--- src/rtl/pipeline_ctrl.sv ---
// Pipeline sequencer: merges stage stall requests, issues one-cycle flushes on exceptions/ERET,
// and breaks persistent stalls with a watchdog. Perf counters are built only with PIPE_PERF_CNT_EN.
module pipeline_ctrl #(
  parameter logic [31:0] EXC_BASE      = 32'h0000_0100,
  parameter logic [31:0] WDT_VECTOR    = 32'h0000_0120,
  parameter logic [15:0] STALL_TIMEOUT = 16'd1024
) (
  input  logic        clk,
  input  logic        rst,
  input  logic        stallreq_if_i,
  input  logic        stallreq_id_i,
  input  logic        stallreq_ex_i,
  input  logic        stallreq_mem_i,
  input  logic [3:0]  excp_type_i,
  input  logic [31:0] epc_i,
  output logic [5:0]  stall_o,
  output logic        flush_o,
  output logic [31:0] new_pc_o,
  output logic        timeout_o,
  output logic [31:0] stall_cycles_o,
  output logic [15:0] flush_count_o
);

  // state | meaning
  // RUN   | normal operation, stall vector follows the requests
  // FLUSH | single flush cycle, inputs ignored, stall forced to 0
  typedef enum logic {RUN, FLUSH} state_t;

  localparam logic [3:0]  EXCP_ERET = 4'hE;
  localparam logic [15:0] WDT_LOAD  = STALL_TIMEOUT - 16'd1;

  state_t      state;
  logic [5:0]  stall_req;
  logic [15:0] wdt_rem;
  logic        stalled;
  logic        flush_start;

  always_comb begin
    stall_req = ({6{stallreq_mem_i}} & 6'b011111)
              | ({6{stallreq_ex_i}}  & 6'b001111)
              | ({6{stallreq_id_i}}  & 6'b000111)
              | ({6{stallreq_if_i}}  & 6'b000011);
    stall_o   = (rst || state == FLUSH) ? 6'd0 : stall_req;
    stalled   = (stall_o != 6'd0);
  end

  // Any RUN -> FLUSH transition taken at the coming edge.
  assign flush_start = !rst && state == RUN &&
                       ((excp_type_i != 4'd0) || (stalled && wdt_rem == 16'd0));

  // Watchdog is a down-counter of remaining stalled cycles; terminal count 0 fires.
  always_ff @(posedge clk) begin
    if (rst) begin
      state     <= RUN;
      flush_o   <= 1'b0;
      new_pc_o  <= 32'd0;
      timeout_o <= 1'b0;
      wdt_rem   <= WDT_LOAD;
    end else begin
      case (state)
        RUN: begin
          if (excp_type_i != 4'd0) begin
            state     <= FLUSH;
            flush_o   <= 1'b1;
            new_pc_o  <= (excp_type_i == EXCP_ERET) ? epc_i : EXC_BASE;
            timeout_o <= 1'b0;
            wdt_rem   <= WDT_LOAD;
          end else if (stalled && wdt_rem == 16'd0) begin
            state     <= FLUSH;
            flush_o   <= 1'b1;
            new_pc_o  <= WDT_VECTOR;
            timeout_o <= 1'b1;
            wdt_rem   <= WDT_LOAD;
          end else begin
            flush_o   <= 1'b0;
            timeout_o <= 1'b0;
            wdt_rem   <= stalled ? wdt_rem - 16'd1 : WDT_LOAD;
          end
        end
        FLUSH: begin
          state     <= RUN;
          flush_o   <= 1'b0;
          timeout_o <= 1'b0;
          wdt_rem   <= WDT_LOAD;
        end
        default: begin
          state     <= RUN;
          flush_o   <= 1'b0;
          timeout_o <= 1'b0;
          wdt_rem   <= WDT_LOAD;
        end
      endcase
    end
  end

`ifdef PIPE_PERF_CNT_EN
  logic [31:0] stall_cycles_q;
  logic [15:0] flush_count_q;

  always_ff @(posedge clk) begin
    if (rst) begin
      stall_cycles_q <= 32'd0;
      flush_count_q  <= 16'd0;
    end else begin
      if (stall_o[0] && stall_cycles_q != 32'hFFFF_FFFF)
        stall_cycles_q <= stall_cycles_q + 32'd1;
      if (flush_start && flush_count_q != 16'hFFFF)
        flush_count_q <= flush_count_q + 16'd1;
    end
  end

  assign stall_cycles_o = stall_cycles_q;
  assign flush_count_o  = flush_count_q;
`else
  logic unused_flush_start;
  assign unused_flush_start = flush_start;
  assign stall_cycles_o     = 32'd0;
  assign flush_count_o      = 16'd0;
`endif

endmodule

--- config.mk ---
export PLATFORM = sky130hd
export DESIGN_NAME = pipeline_ctrl
export DESIGN_NICKNAME = d
export VERILOG_FILES = /design/src/rtl/pipeline_ctrl.sv
export SDC_FILE = /design/constraint.sdc
export NUM_CORES = 1
export LEC_CHECK = 0
export ABC_AREA = 0
export BUFFER_PORTS_ARGS = -buffer_cell sky130_fd_sc_hd__clkbuf_2
export CAP_MARGIN = 0
export CORE_ASPECT_RATIO = 0.5
export CORE_MARGIN = 5
export CORE_UTILIZATION = 47
export DETAILED_ROUTE_END_ITERATION = 8
export GPL_TIMING_DRIVEN = 1
export PLACE_DENSITY = 0.85
export SLEW_MARGIN = 10
export SYNTH_ARGS = -nofsm -noshare
export SYNTH_HDL_FRONTEND = slang
export SYNTH_SLANG_ARGS = --single-unit
--- constraint.sdc ---
create_clock -name clk -period 2.48 [get_ports clk]
set_clock_uncertainty 0.1 [all_clocks]
set_input_delay 0.124 -clock clk [delete_from_list [all_inputs] [get_ports clk]]
set_output_delay 0.124 -clock clk [all_outputs]
set_load 0.01 [all_outputs]
==> flow_summary.rst <==
.. list-table::
   :header-rows: 1

   * - Metric
     - Value
   * - Run status
     - completed
   * - Tmin final
     - 2.35 ns
   * - H-Tree Level Count
     - 2
   * - Data arrival time of the worst path
     - between 2 and 3 ns
   * - Wire length per cell
     - 14.4 µm
   * - Net Sw Power
     - 0.383 mW
   * - Buffer type at the clock tree root
     - clkbuf_8
   * - I/O pin cnt
     - 130
   * - DRC violation count after routing
     - 0
   * - Longest individual stage delay on the worst path
     - 0.58 ns
   * - Overall global routing resource usage
     - between 10% and 20%
   * - CP bufs+invs
     - 1
   * - Vert. Die Dim
     - 59.0 µm
   * - Static Leak
     - 1.42 nW
   * - Overflow left after global routing
     - 0
   * - Starting Density
     - 50.0%
   * - Min-delay worst type
     - in -> reg
   * - Final wirelength
     - 5.94 mm
   * - TritonCTS sink count
     - 50
   * - Portion of the post-synthesis area used by sequential elements
     - 44.4%
   * - First-pass detailed-route iteration total
     - 4
   * - Post-layout utilization of the core
     - 66.8%
   * - Reg area
     - 1000 µm²
   * - Standard cell area after detailed placement
     - 2550 µm²
   * - Avg Synthesized Cell Area
     - 9.89 µm²
   * - Largest net degree at the start of global routing
     - 31
   * - Vias in the first global route
     - 1829
   * - Flop pwr share
     - ~54%
   * - Placement Setup Slack
     - 0.589 ns
   * - Number of fill cells
     - between 300 and 400
   * - Synthesis-to-layout area growth
     - 33.6%
   * - Share of power burned in the clock network
     - 33.3%
   * - Library cell occupying the most area in the post-synthesis netlist
     - dfxtp_1
   * - Simple logic cell fraction of the synthesized area
     - between 15 and 20%
   * - Final sum of negative setup slack
     - 0 ns
   * - Number of buffers created by CTS
     - 5
   * - Mapped cell area
     - 2260 µm²
   * - Remaining antenna violation count
     - 0
   * - Count of synthesis-stage warnings from yosys
     - 0
   * - Unrepaired setup endpoints after global routing
     - no
   * - Maximum clock frequency
     - 425 MHz
   * - Core area
     - roughly 4500 µm²
   * - CTS max path bufs
     - 2
   * - Final cycle utilization of the critical path
     - 94.8%
   * - CTS tree
     - done
   * - Proportion of synthesized area in mux cells
     - 0%
   * - Cells after synthesis
     - 228
   * - Area of the die
     - about 6400 µm²
   * - Areal power density over the cells
     - 502 nW/µm²
   * - Pint
     - 1.13 mW
   * - Max-cap check violation count
     - 0
   * - Global-route wire length before repair
     - just under 9 mm
   * - Max-slew headroom
     - 64.2%
   * - Switching portion of total power
     - 25.3%
   * - Standard cell with the maximum stage delay on the critical path
     - dlygate4sd3_1
   * - Multi-input logic area
     - between 1000 and 1500 µm²
   * - Design Area, Final
     - approximately 3000 µm²
   * - Avg Vias per Cell
     - between 4 and 5
   * - Clock transition at path regs
     - 0.10 ns
   * - Site row count
     - 17
   * - Required arrival time at the worst endpoint
     - around 2.6 ns
   * - Highest fanout seen on the critical path
     - 5
   * - Dominant combinational cell family by area after synthesis
     - buffers and inverters
   * - Number of hold-slack violations in the final timing report
     - 0
   * - Final RePlAce weighted congestion
     - 0.826
   * - CP endpoint kind
     - flip-flop
   * - Half-perimeter wire length after placement
     - 3.89 mm
   * - Adder and majority gate portion of the synthesized area
     - 1.11%
   * - Critical-path cell list
     - nor3_2 > and4b_1 > nand3_1 > a221oi_1 > dlygate4sd3_1
   * - Worst Setup Path Type
     - reg -> reg
   * - Final Slew Violations
     - 0
   * - Maximum VDD drop
     - 0.252 mV
   * - Compound-cell area share of the yosys netlist
     - approximately 16%
   * - Initial antenna violation count
     - 0
   * - Clock network latency to the later pin of the worst-skew pair
     - 0.31 ns
   * - Number of nets at the end of the flow
     - 388
   * - Combinational power share
     - 12.7%
   * - Parity-gate share of the synthesized area counting xor and xnor cells
     - 4.27%
   * - Number of buffers inserted by port buffering
     - 80
   * - Count of vias placed by the detailed router
     - 1970
   * - Die Wd
     - ~110 µm
   * - Final Setup Violations
     - 0
   * - Synth cell types
     - 36
   * - Synth top area share
     - 44.4%
   * - Cell family with the largest share of critical-path delay
     - simple AND/OR/NAND/NOR gates
   * - Final setup margin
     - 0.129 ns
   * - Setup slack of the worst register-to-register path
     - around 0.13 ns
   * - Iter 0 DRT Violations
     - roughly 140
   * - Flip-flop and latch count after synthesis
     - 50
   * - Tightest Pin Transition
     - 0.533 ns
   * - Share of cells above drive strength 1
     - a little under a third
   * - Cell types with the largest area share after synthesis
     - dfxtp_1 44%, buf_4 17%, a22o_1 12%, xor2_1 3.1%, nor2_1 3.0%
   * - Type of element launching the critical path
     - flip-flop
-- power groups by stage --
stage	clock [mW]	sequential, mW	combinational (mW)
3_5_place_dp	0	0.836	0.135
6_report	0.503	0.818	0.191
3_3_place_gp	0	0.835	0.131
2_1_floorplan	0	0.840	0.129
4_1_cts	0.516	0.817	0.177
5_1_grt	0.559	0.819	0.208
-- worst min-delay path, delay by kind of cell --
family | cells | cell delay, ns
buf+inv | 1 | 0.11
simple gates | 2 | 0.19
-- logic make-up after synthesis --
kind of cell,count (synthesis)
buffers and inverters,63
xor gates and xnor gates,11
AOI/OAI and AO/OA,41
adders and majority gates,2
and+or+nand+nor,60
DFF,50
other,1
-- Yosys cell counts --
cell      count
ha_1          2
a21oi_1       3
nand2_1      15
a22o_1       30
conb_1        1
nor2_1       18
o31ai_1       2
buf_2         4
clkbuf_1      4
inv_1         4
nand3_1       4
nor4_2        1
xor2_1        8
nand2b_1      1
nand4_1       3
and4b_1       2
nor4_1        1
a311oi_1      1
nor4_4        1
nand3b_1      1
nor2b_1       2
a21oi_2       1
or2_2         2
a221oi_1      2
xnor2_1       3
nand4b_4      1
nor3b_1       1
dfxtp_1      50
o311a_1       1
nor3_2        1
buf_4        51
nor3_1        2
or4_1         2
o311ai_2      1
or3_1         1
nor4b_1       1
-- final cells by class --
type | count | area share (%)
Tap cell | 66 | 2.74
Inverter | 4 | 0.498
Clock inverter | 2 | 0.581
Clock buffer | 6 | 2.74
Sequential cell | 50 | 33.2
Multi-Input combinational cell | 163 | 34.2
Timing Repair Buffer | 120 | 26.0
Antenna cell | 1 | 0.0830
-- path summary, 6_finish.rpt --
kind                        from           to  cells past startpoint
setup / recovery      wdt_rem[8]  new_pc_o[5]                      5
hold / removal    excp_type_i[2]    timeout_o                      3
setup reg to reg      wdt_rem[8]  new_pc_o[5]                      5
hold reg to reg       wdt_rem[0]   wdt_rem[0]                      1
-- what timing repair did --
| action | CTS | global route |
|---|---|---|
| endpoints found under the hold margin | 32 | 0 |
| endpoints found under the setup margin | 0 | 1 |
| resized for setup | 0 | 1 |
| hold buffers | 33 | 0 |
| buffers inserted | 0 | 3 |
-- per-layer routing --
metal / track usage, % / vias to the layer above / wire [µm]
met5: 0 / - / 0
met3: 4.35 / 13 / 454
met2: 32.6 / 100 / 3070
li1: - / 930 / -
met4: 5.40 / 0 / 98
met1: 20.1 / 927 / 2320
-- registers in the layout (all words and copies together), names as in the netlist --
signal     count
timeout_o      1
wdt_rem       16
new_pc_o      32
state          1
-- stage by stage --
stage / cells / hold WS, ns / total power, mW
2_1_floorplan: 276 / 0.103 / 0.968
4_1_cts: 408 / 0.00752 / 1.51
5_1_grt: 411 / 0.0331 / 1.59
3_3_place_gp: 367 / 0.241 / 0.966
6_report: 412 / 0.0589 / 1.51
3_5_place_dp: 367 / 0.245 / 0.971
-- cell usage in the layout, fill, tap and decap left out, types with 2 or more instances in the layout --
cell type,instances
clkbuf_2,80
dfxtp_1,50
conb_1,49
dlygate4sd3_1,33
a22o_1,30
nor2_1,18
nand2_1,15
xor2_1,8
buf_4,7
clkbuf_8,6
inv_1,4
nand3_1,4
nand4_1,3
a21oi_1,3
xnor2_1,3
nor3_1,2
or2_2,2
and4b_1,2
o31ai_1,2
or4_1,2
a221oi_1,2
ha_1,2
clkinv_4,2
Power figures use the tool's default switching activity.
